`config.mk`:
```
export PLATFORM = sky130hd
export DESIGN_NAME = mux_pipe
export DESIGN_NICKNAME = d
export VERILOG_FILES = /design/src/rtl/mux_pipe_pkg.sv /design/src/rtl/mux_pipe_if.sv /design/src/rtl/mux_pipe_skid.sv /design/src/rtl/mux_pipe.sv
export SDC_FILE = /design/constraint.sdc
export NUM_CORES = 1
export LEC_CHECK = 0
export ABC_AREA = 0
export BUFFER_PORTS_ARGS = -buffer_cell sky130_fd_sc_hd__buf_2
export CORE_MARGIN = 4
export CORE_UTILIZATION = 48
export DETAILED_ROUTE_END_ITERATION = 8
export PLACE_DENSITY = 0.76
export SYNTH_ARGS = -nofsm -noshare
export SYNTH_HDL_FRONTEND = slang
export SYNTH_SLANG_ARGS = --single-unit
```
`constraint.sdc`:
```
create_clock -name clk_pad -period 1.9 [get_ports clk_pad]
set_input_delay 0.095 -clock clk_pad [delete_from_list [all_inputs] [get_ports clk_pad]]
set_output_delay 0.095 -clock clk_pad [all_outputs]
set_load 0.02 [all_outputs]
```
`src/rtl/mux_pipe_pkg.sv`:
```
// Shared constants and helpers for the mux_pipe channel selector and its
// output skid buffer.
package mux_pipe_pkg;

  localparam int unsigned NUM_CH_DEF = 16;
  localparam int unsigned DATA_W_DEF = 1;
  localparam int unsigned FIFO_DEPTH = 2;

  function automatic int unsigned clog2(input int unsigned n);
    int unsigned r;
    r = 0;
    for (int unsigned v = 1; v < n; v = v << 1) r++;
    return r;
  endfunction

endpackage

```
`src/rtl/mux_pipe_if.sv`:
```
// Valid/ready stream bundle linking the select/mux stage to the skid buffer.
interface mux_pipe_if
  import mux_pipe_pkg::*;
#(
  parameter int unsigned DATA_W = DATA_W_DEF
) ();

  logic              valid;
  logic              ready;
  logic [DATA_W-1:0] data;

  modport master (output valid, output data, input ready);
  modport slave  (input valid, input data, output ready);

endinterface

```
`src/rtl/mux_pipe_skid.sv`:
```
// Two-entry valid/ready buffer. The upstream ready is registered from the
// next occupancy, so it never depends combinationally on downstream ready.
module mux_pipe_skid
  import mux_pipe_pkg::*;
#(
  parameter int unsigned DATA_W = DATA_W_DEF
) (
  input  logic     clk,
  input  logic     rst_n,
  mux_pipe_if.slave  up,
  mux_pipe_if.master dn
);

  logic [DATA_W-1:0] mem [FIFO_DEPTH];
  logic [1:0]        count;
  logic [1:0]        count_n;
  logic              rd_ptr;
  logic              wr_ptr;
  logic              ready_q;
  logic              push;
  logic              pop;

  always_comb begin
    push    = up.valid & ready_q;
    pop     = (count != 2'd0) & dn.ready;
    count_n = count + 2'(push) - 2'(pop);
  end

  always_ff @(posedge clk or negedge rst_n) begin
    if (!rst_n) begin
      count   <= '0;
      rd_ptr  <= 1'b0;
      wr_ptr  <= 1'b0;
      ready_q <= 1'b0;
      for (int unsigned i = 0; i < FIFO_DEPTH; i++) mem[i] <= '0;
    end else begin
      count   <= count_n;
      ready_q <= (32'(count_n) < FIFO_DEPTH);
      if (push) begin
        mem[wr_ptr] <= up.data;
        wr_ptr      <= ~wr_ptr;
      end
      if (pop) rd_ptr <= ~rd_ptr;
    end
  end

  assign up.ready = ready_q;
  assign dn.valid = (count != 2'd0);
  assign dn.data  = dn.valid ? mem[rd_ptr] : '0;

endmodule

```
`src/rtl/mux_pipe.sv`:
```
// Channel multiplexer with a loadable/auto-scanning select register feeding
// a two-entry skid buffer toward the output.
module mux_pipe
  import mux_pipe_pkg::*;
#(
  parameter  int unsigned NUM_CH = NUM_CH_DEF,
  parameter  int unsigned DATA_W = DATA_W_DEF,
  localparam int unsigned SEL_W  = clog2(NUM_CH)
) (
  input  logic                     clk_pad,
  input  logic                     rst_n_pad,
  input  logic [NUM_CH*DATA_W-1:0] data_pad,
  input  logic [SEL_W-1:0]         sel_pad,
  input  logic                     sel_ld_pad,
  input  logic                     scan_pad,
  input  logic                     en_pad,
  input  logic                     in_valid_pad,
  output logic                     in_ready_pad,
  output logic [DATA_W-1:0]        out_pad,
  output logic                     out_valid_pad,
  input  logic                     out_ready_pad,
  output logic                     sel_err_pad
);

  mux_pipe_if #(.DATA_W(DATA_W)) cap_s ();
  mux_pipe_if #(.DATA_W(DATA_W)) out_s ();

  logic [SEL_W-1:0]  sel_q;
  logic              sel_err_q;
  logic              accept;
  logic [DATA_W-1:0] cap_word;

  // Out-of-range selects match no channel and therefore capture zero.
  always_comb begin
    cap_word = '0;
    if (en_pad) begin
      for (int unsigned k = 0; k < NUM_CH; k++) begin
        if (sel_q == SEL_W'(k)) cap_word = data_pad[k*DATA_W +: DATA_W];
      end
    end
  end

  assign accept        = in_valid_pad & cap_s.ready;
  assign cap_s.valid   = in_valid_pad;
  assign cap_s.data    = cap_word;
  assign in_ready_pad  = cap_s.ready;
  assign out_pad       = out_s.data;
  assign out_valid_pad = out_s.valid;
  assign out_s.ready   = out_ready_pad;
  assign sel_err_pad   = sel_err_q;

  always_ff @(posedge clk_pad or negedge rst_n_pad) begin
    if (!rst_n_pad) begin
      sel_q     <= '0;
      sel_err_q <= 1'b0;
    end else begin
      if (sel_ld_pad) begin
        sel_q <= sel_pad;
        if (32'(sel_pad) >= NUM_CH) sel_err_q <= 1'b1;
      end else if (scan_pad && accept) begin
        sel_q <= (sel_q == SEL_W'(NUM_CH - 1)) ? '0 : sel_q + 1'b1;
      end
    end
  end

  mux_pipe_skid #(.DATA_W(DATA_W)) u_skid (
    .clk   (clk_pad),
    .rst_n (rst_n_pad),
    .up    (cap_s.slave),
    .dn    (out_s.master)
  );

endmodule

```
# ---- Word-level counts from Yosys, hierarchy flattened
# Index checks and enable logic that the tools add are counted.
dict set report op_classes {
  add_sub_neg 3
  magnitude_cmp 4
  n_eq_ne 15
  muxes 27
  n_bitwise 6
  reduce_logical 5
}
# cell count
set ops {}
lappend ops {{$eq 4x4->1 const B} 8}
lappend ops {{$mux 1} 22}
lappend ops {{$eq 4x3->1 const B} 4}
lappend ops {{$mux 4} 3}
lappend ops {{$eq 4x2->1 const B} 2}
lappend ops {{$add 4x1->4 const B} 1}
lappend ops {{$eq 4x1->1 const B} 1}
lappend ops {{$ge 2x2->1 const B} 2}
lappend ops {{$logic_not 4->1} 1}
lappend ops {{$not 1->2} 2}
lappend ops {{$reduce_bool 2->1} 2}
lappend ops {{$add 2x1->2} 1}
lappend ops {{$and 1x1->1} 2}
lappend ops {{$bwmux 2} 1}
lappend ops {{$logic_and 1x1->1} 2}
lappend ops {{$lt 2x1->1 const B} 1}
lappend ops {{$lt 2x2->1 const B} 1}
lappend ops {{$not 1->1} 2}
lappend ops {{$sub 2x1->2} 1}
lappend ops {{$demux 1 s1} 1}
dict set report word_totals {
  register_bits 11
  input_bits 27
  out_inout_bits 4
  wordCells 67
}

# ---- Longest topological paths before layout
# Gate-level depths: netlist of run 1.
dict set report logic_depth {
  ltp_word 19
  ltp_mapped 9
  mapped_depth_nobuf 9
}

# ---- Modules after synthesis
# From an unflattened synthesis of run 1, not the netlist that was laid out.
dict set report unflattened {
  cells_unflattened 91
  area_unflattened_um2 854.6
}
# module n_inst cells_per_inst area_each_um2 seq_area_each_um2
set modules_own_cells {}
lappend modules_own_cells {mux_pipe 1 65 531.8 100.1}
lappend modules_own_cells {mux_pipe_skid 1 26 322.8 175.2}

# ---- Least setup slack after synthesis of run 1
# OpenSTA, ideal clock, no wires.
dict set report synth_timing {
  path_kind {reg-to-reg}
  startpoint {register sel_q[1]}
  endpoint {register u_skid.mem[1] in the netlist's numbering}
  setup_time_ns 0.128
  arrival_time_ns 1.614
  required_time_ns 1.772
  path_slack_ns 0.158
  path_stages_with_launch 9
  n_path_buf 1
  period_less_slack_ns 1.742
  path_cell_list {dfrtp_1 > inv_1 > ha_1 > buf_6 > nor3b_2 > o311ai_2 > a211o_1 > a221oi_2 > o21ai_1}
}
dict set report synth_via {
  elab_chain_cells 19
  word_cells_on_any_way 34
  cone_classes {eq/ne: 15; mux: 18; reduce/logical: 1}
}
# item line_no
set synth_lines {}
lappend synth_lines {{start, declared} mux_pipe.sv:28} ;# logic [SEL_W-1:0] sel_q;
lappend synth_lines {{start signal, assigned} mux_pipe.sv:58} ;# sel_q <= sel_pad;
lappend synth_lines {{start signal, assigned} mux_pipe.sv:61} ;# sel_q <= (sel_q == SEL_W'(NUM_CH - 1)) ? '0 : sel_q + 1'b1;
lappend synth_lines {{$logic_not 4->1} mux_pipe.sv:38} ;# if (sel_q == SEL_W'(k)) cap_word = data_pad[k*DATA_W +: DATA_W];
lappend synth_lines {{$mux 1 (15 in series)} mux_pipe.sv:38}
lappend synth_lines {{$mux 1 *} mux_pipe.sv:38}
lappend synth_lines {{$mux 1 *} mux_pipe.sv:36} ;# if (en_pad) begin
lappend synth_lines {{$bwmux 2 *} mux_pipe_skid.sv:40} ;# mem[wr_ptr] <= up.data;
lappend synth_lines {{end signal, assigned by index} mux_pipe_skid.sv:40}
lappend synth_lines {{end, declared} mux_pipe_skid.sv:14} ;# logic [DATA_W-1:0] mem [FIFO_DEPTH];
# Mark *: on every way between the ends. The rest lies on a longest branch, timed or not.
# A chain may end at the register's enable or synchronous reset.

# ---- Final worst setup path of run 1
dict set report layout_timing {
  startpoint {register sel_q[0]}
  endpoint {register u_skid.mem[0] in the netlist's numbering}
}
# The elaborated chain is that of the path after synthesis.

==> flow_metrics.tcl, run 1 <==
set metrics [dict create \
    async_flop_share_pct 100 \
    worst_ep_arrival_time_ps 1990 \
    grt_pass1_wl_um 3460 \
    hold_class "in2reg" \
    crit_path_top_delay_cell "dfrtp_2" \
    fin_tns_setup_ps 0 \
    htreeDepth 1 \
    clock_skew_ps 6.78 \
    yosysMostFrequentCell "nand2_1" \
    syn_avg_cell_area_um2 8.35 \
    path_max_fanout 6 \
    final_util_pct 67.7 \
    netlist.area_leader.share_pct 31.7 \
    power.density_nw_per_um2 1010 \
    coreArea_um2 1730 \
    grt-ovfl-total 0 \
    fin_crit_sh_pct 96.4 \
    yosysWarnings 1 \
    hold_violations 0 \
    dr.pass1.iters 4 \
    via_count 852 \
    ant_nets 0 \
    grt_antenna_before_repair 0 \
    grt_max_degree 16 \
    track_usage_pct 17.0 \
    clkTransAtPathRegs_ps 80 \
    ys_types 40 \
    syn_inst 104 \
    synth_ff_type "dfrtp_1" \
    diodes 0 \
    drv_cap 0 \
    ys_seq_area_share_pct 31.7 \
    wl_per_cell_um 13.7 \
    cp-start-kind "flip-flop" \
    synth_area_leaders "dfrtp_1 32%, ha_1 8.6%, nand2_1 6.1%" \
    start_util_pct 50.3 \
    dpl.hpwl_um 1560 \
    holdWs_ps 26.9 \
    port_buffers 29 \
    cts_buffers 3 \
    p_leak_nw 0.545 \
    synth_area_um2 868 \
    vias_per_cell 5.23 \
    p_total_mw 1.18 \
    ir_drop_uv 923 \
    drv_slew 0 \
    die_x_um 50.5 \
    crit_type "reg2reg" \
    layout-drive-gt1-share_pct 40.6 \
    rows 15 \
    r2r_slack_ps 70 \
    grt_pass1_vias 826 \
    drc_errors 0 \
    ys_ff_latch 11 \
    dieArea_um2 2550 \
    r2r_cells 7 \
    synth_edf_count 0 \
    required_ps 2050 \
    fin_crit_ps 1830 \
    clock-sinks 11 \
    cts_tree "built" \
    syn_nets 137 \
    drtIter0Drc 10 \
    root_buffer "clkbuf_4" \
    endpoint_kind "flip-flop" \
    cts_buffer_depth 2 \
    yosysTopAreaCell "dfrtp_1" \
    ios 31 \
    gp_congestion 0.899 \
    max_freq_mhz 546 \
    ys_top_cells_by_count "14 x nand2_1, 11 x dfrtp_1, 11 x inv_1" \
    whs_path_depth 3 \
    status "complete, no violations" \
    crit_chain "inv_4 > ha_4 > nor3b_4 > o311ai_4 > a211o_1 > a221oi_2 > o22ai_1" \
    max_stage_delay_ps 470 \
    stdcell_area_um2 1170 \
    rsz0062_at_grt "true" \
    syn_to_final_growth_pct 34.6 \
    die_h_um 50.5 \
    setup_viol 0 \
    place_area_um2 1010 \
    routed_wl_um 2230 \
    clkLatencyLatePin_ps 270 \
    final_nets 172 \
]
-- worst max-delay path, delay by kind of cell, from the launching register on --
family,cells,cell delay (ps)
simple gates,1,230
flops,1,470
fa+ha+maj,1,150
compound gates,4,770
buf+inv,1,100
-- power by group --
| part | leakage [nW] | internal (mW) | switching (mW) |
|---|---|---|---|
| registers | 0.125 | 0.327 | 0.0929 |
| clock network | 0.0177 | 0.0780 | 0.0856 |
| logic | 0.403 | 0.278 | 0.315 |
| total | 0.545 | 0.683 | 0.493 |
-- state kept, by name, summed over array words and instances, names as in the netlist --
signal,cells
u_skid.up.ready,1
u_skid.mem,2
u_skid.count,2
u_skid.wr_ptr,1
u_skid.rd_ptr,1
sel_q,4
-- final timing paths --
path / startpoint / to
setup / recovery: sel_q[0]$_DFFE_PN0P_ / u_skid.mem[0]$_DFFE_PN0P_
hold / removal: sel_pad[1] / sel_q[1]$_DFFE_PN0P_
setup reg to reg: sel_q[0]$_DFFE_PN0P_ / u_skid.mem[0]$_DFFE_PN0P_
hold reg to reg: u_skid.rd_ptr$_DFFE_PN0P_ / u_skid.rd_ptr$_DFFE_PN0P_
max in group asynchronous: rst_n_pad / sel_q[0]$_DFFE_PN0P_
min in group asynchronous: rst_n_pad / u_skid.count[1]$_DFF_PN0_
-- cell type report --
class,instances,area (µm²)
Tap cell,25,31.3
Fill cell,143,558
Inverter,12,47.5
Timing Repair Buffer,34,198
Clock inverter,1,5.00
Clock buffer,3,22.5
Multi-Input combinational cell,77,586
Sequential cell,11,279
-- cell usage in the layout (no fill, tap or decap), drive strengths merged, types with 3 or more instances in the layout --
master,n
nand2,14
dfrtp,11
buf,33
inv,12
nand3,4
ha,6
xnor2,3
nor2,5
a21oi,5
clkbuf,3
o21ai,9
-- routing by layer --
layer	up-vias	GRT usage, %	part of all wire [%]	wire [µm]
li1	427	-	-	-
met1	391	21.5	42	940
met2	27	30.9	50	1110
met3	7	2.37	5.1	114
met4	0	2.69	2.9	65
met5	-	0	0	0
-- metrics by stage --
| step | setup WS [ps] | instances |
|---|---|---|
| 5_1_grt | -49.2 | 163 |
| 4_1_cts | 12.5 | 159 |
| 3_3_place_gp | 64.9 | 154 |
| 3_5_place_dp | 9.62 | 154 |
| 2_1_floorplan | 158 | 104 |
| 6_report | 67.7 | 163 |
-- logic make-up after synthesis --
family,Yosys count,synth area share (%)
other cells,1,0.432
buf+inv,16,9.08
flops,11,31.7
xor+xnor,5,5.04
simple gates,35,20.3
mux,2,2.31
fa+ha+maj,6,8.65
compound gates,28,22.5
-- repair_timing --
action | 4_1_cts | 5_1_grt
hold buffers | 1 | 0
setup endpoints to repair | 1 | 3
buffers inserted | 0 | 4
pin swaps | 0 | 6
resized for setup | 1 | 18
endpoints found under the hold margin | 11 | 0
(Power assumes the default switching activity.)
==> inputs of run 2 (changes only) <==
--- a/config.mk
+++ b/config.mk
@@ -7,10 +7,11 @@
 export LEC_CHECK = 0
 export ABC_AREA = 0
 export BUFFER_PORTS_ARGS = -buffer_cell sky130_fd_sc_hd__buf_2
+export CORE_ASPECT_RATIO = 1.4
 export CORE_MARGIN = 4
-export CORE_UTILIZATION = 48
+export CORE_UTILIZATION = 25
 export DETAILED_ROUTE_END_ITERATION = 8
-export PLACE_DENSITY = 0.76
+export PLACE_DENSITY = 0.44
 export SYNTH_ARGS = -nofsm -noshare
 export SYNTH_HDL_FRONTEND = slang
 export SYNTH_SLANG_ARGS = --single-unit
==> flow_metrics.tcl, run 2 (synthesized netlist as in run 1, its figures left out) <==
set metrics [dict create \
    dieArea_um2 4490 \
    fin_crit_ps 1830 \
    top_regs "sel_q x4, u_skid.count x2, u_skid.mem x2" \
    p_leak_nw 0.593 \
    hold_violations 0 \
    final_common_cell "buf_2" \
    diodes 0 \
    power.density_nw_per_um2 1050 \
    drv_slew 0 \
    place_area_um2 1060 \
    largest_reg_flops 4 \
    grt_pass1_wl_um 3920 \
    gp_congestion 0.830 \
    crit_buf_inv 1 \
    dpl.hpwl_um 1820 \
    coreArea_um2 3350 \
    path_max_fanout 5 \
    crit_chain "inv_4 > ha_4 > nor3b_4 > o311ai_4 > a211o_1 > a221oi_2 > o22ai_1" \
    cp_top_family "compound AO/OA/AOI/OAI gates" \
    drv_cap 0 \
    crit_type "reg2reg" \
    via_count 884 \
    regMostFlops "sel_q" \
    hold_class "in2reg" \
    die_h_um 77.7 \
    final_nets 180 \
    cts_tree "built" \
    clkLatencyLatePin_ps 240 \
    clock-sinks 11 \
    wl_per_cell_um 12.8 \
    cts_buffers 3 \
    start_util_pct 25.9 \
    max_freq_mhz 547 \
    root_buffer "clkbuf_8" \
    grt-ovfl-total 0 \
    ir_drop_uv 564 \
    dr.pass1.iters 4 \
    layout-drive-gt1-share_pct 44.5 \
    drc_errors 0 \
    htreeDepth 1 \
    cp-start-kind "flip-flop" \
    cts_buffer_depth 2 \
    stdcell_area_um2 1270 \
    rsz0062_at_grt "true" \
    track_usage_pct 11.0 \
    routed_wl_um 2380 \
    endpoint_kind "flip-flop" \
    port_buffers 29 \
    die_x_um 57.8 \
    ios 31 \
    rows 25 \
    final.fill_count 334 \
    grt_antenna_before_repair 0 \
    required_ps 2010 \
    holdWs_ps 56.7 \
    syn_to_final_growth_pct 46.5 \
    clock_skew_ps 0.597 \
    grt_pass1_vias 904 \
    worst_ep_arrival_time_ps 1930 \
    vias_per_cell 4.75 \
    fin_crit_sh_pct 96.1 \
    setup_ws_ps 73.2 \
    clkTransAtPathRegs_ps 50 \
    status "complete, no violations" \
    max_stage_delay_ps 440 \
    dp_slack_ps -14.5 \
    layout_common_cells "29 x buf_2, 14 x nand2_1, 11 x buf_4" \
    setup_viol 0 \
    drtIter0Drc 20 \
    grt_max_degree 13 \
    crit_path_top_delay_cell "dfrtp_2" \
    ant_nets 0 \
]
## run 2: final timing paths
check                                          startpoint                   endpoint  slack [ps]  cells after the start
worst max-delay path                 sel_q[1]$_DFFE_PN0P_  u_skid.mem[0]$_DFFE_PN0P_          70                      7
worst min register to register  u_skid.rd_ptr$_DFFE_PN0P_  u_skid.rd_ptr$_DFFE_PN0P_         490                      1
worst max register to register       sel_q[1]$_DFFE_PN0P_  u_skid.mem[0]$_DFFE_PN0P_          70                      7
min in group asynchronous                       rst_n_pad  u_skid.count[1]$_DFF_PN0_         250                      2
worst min-delay path                           sel_pad[2]       sel_q[2]$_DFFE_PN0P_          60                      3
max in group asynchronous                       rst_n_pad       sel_q[0]$_DFFE_PN0P_        1430                      2
## run 2: report_power, final
part / switching, mW / total [mW] / internal [mW]
sequential: 0.0861 / 0.414 / 0.327
combinational: 0.335 / 0.678 / 0.343
clock: 0.0913 / 0.239 / 0.148
## run 2: metrics by stage
stage | utilization [%] | power [mW] | instances | setup TNS, ps
2_1_floorplan | - | 0.782 | 104 | 0
3_5_place_dp | 31.7 | 0.943 | 173 | -24.9
4_1_cts | 33.5 | 1.19 | 178 | 0
5_1_grt | 38.0 | 1.45 | 186 | -46.3
3_3_place_gp | 31.7 | 0.934 | 173 | 0
6_report | 38.0 | 1.33 | 186 | 0
## run 2: timing repair
item / CTS / global route
pin swaps: 0 / 9
endpoints found under the hold margin: 11 / 0
resized for setup: 3 / 21
hold buffers: 1 / 0
setup endpoints to repair: 2 / 3
buffers inserted: 0 / 8
## run 2: cell type report
type	count	area, µm²	area share [%]
multi-input cells	77	603	47.4
flip-flops and latches	11	278	21.8
repair buffers	42	249	19.6
well taps	40	50.0	3.93
inverters	12	47.5	3.74
clock buffers	4	45.0	3.54
## run 2: worst register-to-register path, cell delays in order, from the launching register on
cell and delay [ps]:
dfrtp_2 440, inv_4 90, ha_4 150, nor3b_4 220, o311ai_4 120, a211o_1 310, a221oi_2 220, o22ai_1 130
## run 2: metal layers
| metal | vias up | wire, µm | GRT usage (%) |
|---|---|---|---|
| li1 | 439 | - | - |
| met1 | 407 | 984 | 12.0 |
| met2 | 32 | 1180 | 19.1 |
| met3 | 6 | 172 | 2.50 |
| met4 | 0 | 44 | 6.03 |
| met5 | - | 0 | 0 |
